**src/rtl/add_sched_pkg.sv**
```systemverilog
// Shared definitions for the add_sched adder-sharing scheduler:
// FSM state encoding, default settle window and a settle-sizing helper.
package add_sched_pkg;

    typedef enum logic [1:0] {
        IDLE = 2'd0,
        WAIT = 2'd1,
        DONE = 2'd2
    } state_e;

    localparam int SETTLE_DEFAULT = 3;
    localparam int NOR_DELAY_PS   = 2000;

    // Cycles needed to cover a ripple path of 'depth' NOR levels at period clk_ps.
    function automatic int settle_cycles(input int depth, input int clk_ps);
        return (depth * NOR_DELAY_PS + clk_ps - 1) / clk_ps;
    endfunction

endpackage

```
**src/rtl/add_sched_rr_pick.sv**
```systemverilog
// Combinational round-robin picker: first set bit of req at or above ptr,
// wrapping around, reported one-hot and as an encoded index.
module rr_pick #(
    parameter int NREQ = 4,
    localparam int IW  = (NREQ > 1) ? $clog2(NREQ) : 1
) (
    input  logic [NREQ-1:0] req,
    input  logic [IW-1:0]   ptr,
    output logic [NREQ-1:0] gnt_vec,
    output logic [IW-1:0]   idx,
    output logic            any
);

    logic [IW-1:0] cand;

    assign any = |req;

    // Scan from the farthest offset back to ptr so the nearest requester wins.
    always_comb begin
        idx  = '0;
        cand = '0;
        for (int k = NREQ - 1; k >= 0; k--) begin
            cand = IW'((int'(ptr) + k) % NREQ);
            if (req[cand]) begin
                idx = cand;
            end
        end
    end

    always_comb begin
        gnt_vec = '0;
        if (any) begin
            gnt_vec[idx] = 1'b1;
        end
    end

endmodule

```
**src/rtl/add_sched.sv**
```systemverilog
// Round-robin scheduler sharing one external ripple adder among NREQ requesters;
// operands are held for SETTLE cycles before the sum is captured and returned.
module add_sched
    import add_sched_pkg::*;
#(
    parameter int WIDTH  = 16,
    parameter int NREQ   = 4,
    parameter int SETTLE = SETTLE_DEFAULT,
    localparam int IW    = $clog2(NREQ),
    localparam int CW    = $clog2(SETTLE + 1)
) (
    input  logic                  clk,
    input  logic                  rst,
    input  logic [NREQ-1:0]       req,
    input  logic [NREQ*WIDTH-1:0] a_in,
    input  logic [NREQ*WIDTH-1:0] b_in,
    input  logic [NREQ-1:0]       cin_in,
    output logic [NREQ-1:0]       gnt,
    output logic                  busy,
    output logic [WIDTH-1:0]      add_a,
    output logic [WIDTH-1:0]      add_b,
    output logic                  add_cin,
    input  logic [WIDTH-1:0]      add_s,
    input  logic                  add_cout,
    output logic                  res_valid,
    output logic [IW-1:0]         res_id,
    output logic [WIDTH-1:0]      res_sum,
    output logic                  res_cout
);

    state_e            state_q;
    logic [IW-1:0]     ptr_q;
    logic [IW-1:0]     ptr_d;
    logic [CW-1:0]     cnt_q;
    logic [IW-1:0]     cur_id_q;
    logic              busy_q;
    logic [WIDTH-1:0]  add_a_q;
    logic [WIDTH-1:0]  add_b_q;
    logic              add_cin_q;
    logic              res_valid_q;
    logic [IW-1:0]     res_id_q;
    logic [WIDTH-1:0]  res_sum_q;
    logic              res_cout_q;

    logic [NREQ-1:0]   pick_vec;
    logic [IW-1:0]     pick_idx;
    logic              pick_any;
    logic [WIDTH-1:0]  add_a_d;
    logic [WIDTH-1:0]  add_b_d;
    logic              add_cin_d;

    rr_pick #(
        .NREQ(NREQ)
    ) u_pick (
        .req     (req),
        .ptr     (ptr_q),
        .gnt_vec (pick_vec),
        .idx     (pick_idx),
        .any     (pick_any)
    );

    // Grant is only offered from IDLE, so nothing is accepted while the adder is in use.
    assign gnt = (state_q == IDLE && !rst) ? pick_vec : '0;

    always_comb begin
        add_a_d   = a_in[int'(pick_idx) * WIDTH +: WIDTH];
        add_b_d   = b_in[int'(pick_idx) * WIDTH +: WIDTH];
        add_cin_d = cin_in[pick_idx];
        ptr_d     = (int'(cur_id_q) == NREQ - 1) ? '0 : cur_id_q + 1'b1;
    end

    always_ff @(posedge clk) begin
        if (rst) begin
            state_q     <= IDLE;
            ptr_q       <= '0;
            cnt_q       <= '0;
            cur_id_q    <= '0;
            busy_q      <= 1'b0;
            add_a_q     <= '0;
            add_b_q     <= '0;
            add_cin_q   <= 1'b0;
            res_valid_q <= 1'b0;
            res_id_q    <= '0;
            res_sum_q   <= '0;
            res_cout_q  <= 1'b0;
        end else begin
            res_valid_q <= 1'b0;
            case (state_q)
                IDLE: begin
                    if (pick_any) begin
                        add_a_q   <= add_a_d;
                        add_b_q   <= add_b_d;
                        add_cin_q <= add_cin_d;
                        cur_id_q  <= pick_idx;
                        cnt_q     <= CW'(SETTLE - 1);
                        busy_q    <= 1'b1;
                        state_q   <= WAIT;
                    end
                end
                WAIT: begin
                    // The adder inputs have been stable for SETTLE cycles when cnt reaches zero.
                    if (cnt_q != '0) begin
                        cnt_q <= cnt_q - 1'b1;
                    end else begin
                        res_sum_q   <= add_s;
                        res_cout_q  <= add_cout;
                        res_id_q    <= cur_id_q;
                        res_valid_q <= 1'b1;
                        state_q     <= DONE;
                    end
                end
                DONE: begin
                    ptr_q   <= ptr_d;
                    busy_q  <= 1'b0;
                    state_q <= IDLE;
                end
                default: begin
                    busy_q  <= 1'b0;
                    state_q <= IDLE;
                end
            endcase
        end
    end

    assign busy      = busy_q;
    assign add_a     = add_a_q;
    assign add_b     = add_b_q;
    assign add_cin   = add_cin_q;
    assign res_valid = res_valid_q;
    assign res_id    = res_id_q;
    assign res_sum   = res_sum_q;
    assign res_cout  = res_cout_q;

`ifndef SYNTHESIS
    a_gnt_onehot: assert property (@(posedge clk) disable iff (rst) $onehot0(gnt));
    a_gnt_idle:   assert property (@(posedge clk) disable iff (rst) (gnt != '0) |-> (state_q == IDLE));
`endif

endmodule

```
**config.mk**
```make
export PLATFORM = sky130hd
export DESIGN_NAME = add_sched
export DESIGN_NICKNAME = d
export VERILOG_FILES = /design/src/rtl/add_sched_pkg.sv /design/src/rtl/add_sched_rr_pick.sv /design/src/rtl/add_sched.sv
export SDC_FILE = /design/constraint.sdc
export NUM_CORES = 1
export LEC_CHECK = 0
export CAP_MARGIN = 20
export CORE_AREA = 2 2 103 105
export DETAILED_ROUTE_END_ITERATION = 6
export DIE_AREA = 0 0 105 107
export GPL_TIMING_DRIVEN = 0
export PLACE_DENSITY = 0.75
export SYNTH_ARGS = -nofsm -noshare
export SYNTH_HDL_FRONTEND = slang
export SYNTH_SLANG_ARGS = --single-unit
```
**constraint.sdc**
```tcl
create_clock -name clk -period 1.8 [get_ports clk]
set_clock_uncertainty 0.1 [all_clocks]
set_input_delay 0.36 -clock clk [delete_from_list [all_inputs] [get_ports clk]]
set_output_delay 0.36 -clock clk [all_outputs]
set_load 0.02 [all_outputs]
```
Yosys cells after proc, flatten, opt, wreduce, memory -nomap -nowiden

Index checks and enable logic that the tools add are counted.

Output and inout bits: 58
Flip-flop bits (word level): 62
Word-level logic and storage cells: 74
Input port bits: 155

Bitwise gates (word level): 2
Shift-type cells: 2
Muxes and demuxes: 28
Order comparisons: 6
Reduce and logical (&&, ||, !) cells: 13
Equal/unequal tests: 6
Add/sub/neg operators: 5

Operator list:

| cell                  | number |
|---|---|
| $shiftx A64 B7 Y16    | 2 |
| $mux W2               | 9 |
| $lt A2 B3 Y1 const B  | 5 |
| $bmux W1 S2           | 5 |
| $mux W1               | 8 |
| $mux W4               | 2 |
| $pmux W2 S2           | 2 |
| $reduce_and A2 Y1     | 4 |
| $ne A2 B2 Y1 const B  | 3 |
| $add A2 B1 Y2 const B | 2 |
| $add A2 B2 Y2 const B | 2 |
| $eq A2 B1 Y1 const B  | 2 |
| $reduce_bool A2 Y1    | 2 |
| $reduce_or A4 Y1      | 1 |
| $reduce_and A3 Y1     | 1 |
| $demux W1 S2          | 1 |
| $eq A2 B2 Y1 const B  | 1 |
| $ge A2 B1 Y1 const B  | 1 |
| $logic_and A1 B1 Y1   | 2 |
| $logic_not A2 Y1      | 1 |
| $not A1 Y1            | 2 |
| $pmux W1 S2           | 1 |
| $reduce_or A2 Y1      | 1 |
| $sub A2 B1 Y2 const B | 1 |
| $logic_not A1 Y1      | 1 |

Logic depth before layout (Yosys ltp)

Depth in word-level cells: 13
Mapped depth: 7

Modules after synthesis

Synthesis repeated with hierarchy kept, for this count alone.

Cell total of the unflattened synthesis: 282
Area, all modules: 3176.8 um2

Modules (own cells, without submodules):

| module    | instances | area an instance (um2) | sequential area each (um2) | cells each |
|---|---|---|---|---|
| add_sched | 1         | 2965.3                 | 1241.2                     | 249 |
| rr_pick   | 1         | 211.5                  | 0.0                        | 33 |

Least setup slack after synthesis

No wires, ideal clock.

Path type: input -> output
From: input req[2]
To: output gnt[1]
Arrival time: 1931 ps
Buffers on the path: 0
Stages: 4
Setup slack: -591 ps
Cell sequence: nor2b_1 a221oi_1 nor2_1 nor4b_1

Cells in the longest elaborated chain, start to end: 12
Elaborated cells on any way between the ends: 20

RTL lines:

| what                                                                      | line                    | source |
|---|---|---|
| from (decl)                                                               | add_sched.sv:14         | `input logic [NREQ-1:0] req,` |
| $bmux W1 S2                                                               | add_sched_rr_pick.sv:24 | `if (req[cand]) begin` |
| $mux W1 (not written as such)                                             | add_sched_rr_pick.sv:24 |  |
| $mux W2 (4 in series)                                                     | add_sched_rr_pick.sv:24 |  |
| $lt A2 B3 Y1 (not written as such) / $ge A2 B1 Y1 (equally long branches) | add_sched_rr_pick.sv:33 | `gnt_vec[idx] = 1'b1;` |
| $logic_and A1 B1 Y1 (not written as such)                                 | add_sched_rr_pick.sv:33 |  |
| $mux W1 (not written as such)                                             | add_sched_rr_pick.sv:33 |  |
| $demux W1 S2                                                              | n/a                     |  |
| $mux W4 *                                                                 | add_sched_rr_pick.sv:32 | `if (any) begin` |
| $mux W4 *                                                                 | add_sched.sv:63         | `assign gnt = (state_q == IDLE && !rst) ? pick_vec : '0;` |
| to (decl)                                                                 | add_sched.sv:18         | `output logic [NREQ-1:0] gnt,` |

Every way passes the cells marked *; elsewhere a longest branch is shown, timed or not. The select of a mux whose other input is x is not followed.

Worst setup path after layout

From: register ptr_q[1]
To: output gnt[2]

Cells in the longest elaborated chain, start to end: 13
Elaborated cells on any way between the ends: 22

RTL lines:

| what                                                                      | line                    | source |
|---|---|---|
| from (decl)                                                               | add_sched.sv:32         | `logic [IW-1:0] ptr_q;` |
| from (signal assigned)                                                    | add_sched.sv:113        | `ptr_q <= ptr_d;` |
| $add A2 B2 Y2                                                             | add_sched_rr_pick.sv:23 | `cand = IW'((int'(ptr) + k) % NREQ);` |
| $bmux W1 S2                                                               | add_sched_rr_pick.sv:24 |  |
| $mux W1 (not written as such)                                             | add_sched_rr_pick.sv:24 |  |
| $mux W2 (3 in series)                                                     | add_sched_rr_pick.sv:24 |  |
| $mux W2 *                                                                 | add_sched_rr_pick.sv:24 |  |
| $lt A2 B3 Y1 (not written as such) / $ge A2 B1 Y1 (equally long branches) | add_sched_rr_pick.sv:33 |  |
| $logic_and A1 B1 Y1 (not written as such)                                 | add_sched_rr_pick.sv:33 |  |
| $mux W1 (not written as such)                                             | add_sched_rr_pick.sv:33 |  |
| $demux W1 S2 *                                                            | n/a                     |  |
| $mux W4 *                                                                 | add_sched_rr_pick.sv:32 |  |
| $mux W4 *                                                                 | add_sched.sv:63         |  |

Marked as above.

==> qor.txt <==
POWER
----------------------------------------------------------------------------------------
Total power divided by cell area                                              769 mW/mm2
Static leakage power                                                             2.75 nW
VDD IR-drop max                                                                 0.568 mV

DIE
----------------------------------------------------------------------------------------
Initial core utilization                                                           31.1%
Die X-Extent                                                                      105 um
Std-Cell Rows                                                                         37
Ports                                                                                213
Area enclosed by the die boundary                                             0.0112 mm2
Area of the core region                                                       0.0101 mm2
Vert. Die Dim                                                                     107 um

LOGIC SYNTHESIS
----------------------------------------------------------------------------------------
Top_reg_cell synth                                                          sky130_fd_sc_hd__dfxtp_1
Post-synth top area share                                                          39.5%
Dominant cell type by area after synthesis                                  sky130_fd_sc_hd__dfxtp_1
Number of instances in the synthesized netlist                                       330
Biggest area contributors in the synthesized netlist                        sky130_fd_sc_hd__dfxtp_1 40%, sky130_fd_sc_hd__mux2i_1 22%, sky130_fd_sc_hd__a221oi_1 9.8%, sky130_fd_sc_hd__o21bai_1 7.9%, sky130_fd_sc_hd__nand2_1 5.1%
Post-Synthesis Net Count                                                             487
Number of synthesized flops with an enable pin                                         0
Leading cell types by count after synthesis                                 69 x sky130_fd_sc_hd__mux2i_1, 62 x sky130_fd_sc_hd__dfxtp_1, 43 x sky130_fd_sc_hd__nand2_1
Count leader, synth                                                         sky130_fd_sc_hd__mux2i_1
Area of the mapped netlist                                                   0.00314 mm2
Proportion of synthesized chip area in sequential cells                            39.5%
Async S/R FF share, synth                                                             0%
Number of warnings printed during yosys synthesis                                      0
Per-instance average area after synthesis                                       9.52 um2
Yosys reg bits                                                                        62
Unique masters post-synth                                                             28

ROUTING
----------------------------------------------------------------------------------------
Number of search-and-repair iterations in the first detailed-routing pass              4
Via count                                                                           3546
Number of violations reported at the end of detailed-routing iteration 0              91
Post-detailed-route DRC marker count                                                   0
Post-detailed-routing wire length                                               13000 um
Post-route ant nets                                                                    0
Avg Vias per Cell                                                                   4.89
Routed wirelength normalized by instance count                                   17.9 um

PLACED DESIGN
----------------------------------------------------------------------------------------
Gpl congestion                                                                     0.844
Half-perimeter wire length after placement                                       9430 um
# port buffers                                                                       211
Placed Instance Area                                                         0.00550 mm2
Pre-CTS worst setup slack                                                       -1.39 ns

CLOCK TREE
----------------------------------------------------------------------------------------
Insertion delay to the later sink of the worst-skew pair                         0.34 ns
Maximum buffer depth of the clock tree                                                 2
Clock sink total                                                                      62
Count of H-tree levels built during CTS                                                3
Cell at the root of the clock tree                                          sky130_fd_sc_hd__clkbuf_8
Clock tree from TritonCTS                                                            yes
Number of CTS-inserted buffers                                                         9
Worst-path clk slew                                                              0.07 ns

STA
----------------------------------------------------------------------------------------
Normalized max-slew margin                                                         62.6%
Setup repair after global routing missed its margin                                  yes
Tightest Pin Transition                                                         0.561 ns
Max-slew violation count                                                               0
Total negative slack                                                            -3.00 ns
Maximum achievable frequency                                                   0.468 GHz
Setup ws final                                                                 -0.338 ns
Endpoints failing hold                                                                 0
Total of endpoints with negative setup slack in the final report                      38
Final Cycle Share                                                                   119%
Fin crit period                                                                  2.14 ns

FINAL LAYOUT
----------------------------------------------------------------------------------------
Fraction of final layout cells sized beyond drive strength 1                       23.4%
Synthesis-to-layout area growth                                                     108%
Final net count                                                                      741
Final cell area excluding filler cells                                       0.00655 mm2
# diodes                                                                               0

WORST SETUP PATH
----------------------------------------------------------------------------------------
Worst Reg-to-Reg Cells                                                                 7
Worst setup EP type                                                          output port
Type of the worst setup path                                                     reg2out
Crit Path Max Fanout                                                                   5
Type of origin of the critical path                                            flip-flop
Arrival time at the worst endpoint                                               1.68 ns
Req. time, crit path                                                             1.34 ns

GRT
----------------------------------------------------------------------------------------
First-pass GRT wire length                                                      20700 um
Overall track demand over capacity in global routing                               23.3%
Vias in the first global route                                                      3937
Initial antenna violation count                                                        0
Global-route congestion overflow total                                                 0
Largest net degree at the start of global routing                                     13

RUN STATUS
----------------------------------------------------------------------------------------
Violated checks                                                             negative setup slack
Result of the run                                                           finished, violations left

JOB
----------------------------------------------------------------------------------------
Total of max-cap violations                                                            0

MIN PATH
----------------------------------------------------------------------------------------
Type of the worst min-delay path                                                 reg2reg
Hold Path Cell Cnt                                                                     2

## cell usage in the layout, fill, tap and decap left out, types with 2 or more instances in the layout
cell,Yosys,final
sky130_fd_sc_hd__clkdlybuf4s50_1,0,183
sky130_fd_sc_hd__mux2i_1,69,63
sky130_fd_sc_hd__dfxtp_1,62,58
sky130_fd_sc_hd__nand2_1,43,41
sky130_fd_sc_hd__o21bai_1,33,33
sky130_fd_sc_hd__a221oi_2,0,30
sky130_fd_sc_hd__a21oi_1,23,22
sky130_fd_sc_hd__buf_4,5,20
sky130_fd_sc_hd__buf_6,0,18
sky130_fd_sc_hd__dlymetal6s2s_1,0,15
sky130_fd_sc_hd__clkbuf_8,0,9
sky130_fd_sc_hd__clkbuf_1,13,8
sky130_fd_sc_hd__nor2_1,10,8
sky130_fd_sc_hd__buf_8,0,5
sky130_fd_sc_hd__buf_12,0,5
sky130_fd_sc_hd__dlygate4sd2_1,0,5
sky130_fd_sc_hd__inv_1,4,4
sky130_fd_sc_hd__nor2_4,2,4
sky130_fd_sc_hd__clkbuf_2,0,4
sky130_fd_sc_hd__buf_2,9,4
sky130_fd_sc_hd__mux2i_2,0,4
sky130_fd_sc_hd__clkinvlp_4,0,4
sky130_fd_sc_hd__nor4_4,0,3
sky130_fd_sc_hd__a221oi_1,35,3
sky130_fd_sc_hd__buf_16,0,3
sky130_fd_sc_hd__nand2_4,0,2
sky130_fd_sc_hd__a221oi_4,0,2
sky130_fd_sc_hd__mux2i_4,0,2
sky130_fd_sc_hd__nor3_4,1,2
sky130_fd_sc_hd__nand2b_1,2,2
sky130_fd_sc_hd__ha_1,2,2
sky130_fd_sc_hd__dfxtp_2,0,2
sky130_fd_sc_hd__dfxtp_4,0,2
## metal layers
layer	vias up	global-route usage, %	part of all wire (%)
met5	-	0	0
met4	0	6.57	1.6
met1	1663	25.5	39
li1	1738	-	-
met3	20	6.69	5.9
met2	125	43.6	53
## where the power goes
part,switching (W),leakage [nW],internal [W]
sequential,0.0000962,0.514,0.00155
clock,0.000584,0.0879,0.000640
combinational,0.00100,2.15,0.00115
## what timing repair did
action | CTS | global route
gates cloned | 5 | 0
pin swaps | 28 | 3
setup endpoints to repair | 54 | 64
buffers inserted | 27 | 2
hold buffers | 0 | 0
gates resized for setup | 146 | 29
## path summary, 6_finish.rpt
kind,from,to,slack (ns)
max,ptr_q[1],gnt[2],-0.34
min,res_sum[8],res_sum[8],0.36
max reg2reg,ptr_q[1],add_a[14],-0.07
min reg2reg,res_sum[8],res_sum[8],0.36
## kinds of logic (layout without fill, tap and decap cells)
group | Yosys count | after routing | synth area share [%]
AOI/OAI and AO/OA | 94 | 94 | 22.1
buffers and inverters | 32 | 291 | 4.78
muxes | 69 | 69 | 22.0
DFF | 62 | 62 | 39.5
adders and majority gates | 2 | 2 | 0.796
and+or+nand+nor | 71 | 71 | 10.9
## flip-flops by register name, indices dropped and copies added, names as in the netlist
name / flops
add_b: 16
add_cin: 1
res_cout: 1
res_id: 2
busy: 1
cur_id_q: 2
res_sum: 16
cnt_q: 2
ptr_q: 2
add_a: 16
res_valid: 1
state_q: 2
## stage by stage
step                      cells  hold slack (ns)  power [W]  util, %
after floorplan             330            0.349    0.00252        -
after global placement      677            0.342    0.00336     54.5
after detailed placement    677            0.348    0.00340     54.5
after CTS                   724            0.358    0.00504     63.8
after global routing        725            0.372    0.00527     64.9
final                       725            0.355    0.00503     64.9
## layout make-up
class	count	area, um2
sequential	62	1250
timing repair buffer	245	2520
clock inverter	7	73.8
buffer	26	238
clock buffer	9	124
multi-input combinational	236	2160
tap	136	170
inverter	4	15.0
fill	840	3550
## worst max-delay path, stage by stage, from the launching register on
cell and delay, ns:
sky130_fd_sc_hd__dfxtp_4 0.40, sky130_fd_sc_hd__inv_1 0.09, sky130_fd_sc_hd__o21a_2 0.15, sky130_fd_sc_hd__nor2_4 0.23
sky130_fd_sc_hd__nand2_4 0.11, sky130_fd_sc_hd__nor3_4 0.21, sky130_fd_sc_hd__buf_6 0.15
Power figures use the tool's default switching activity.
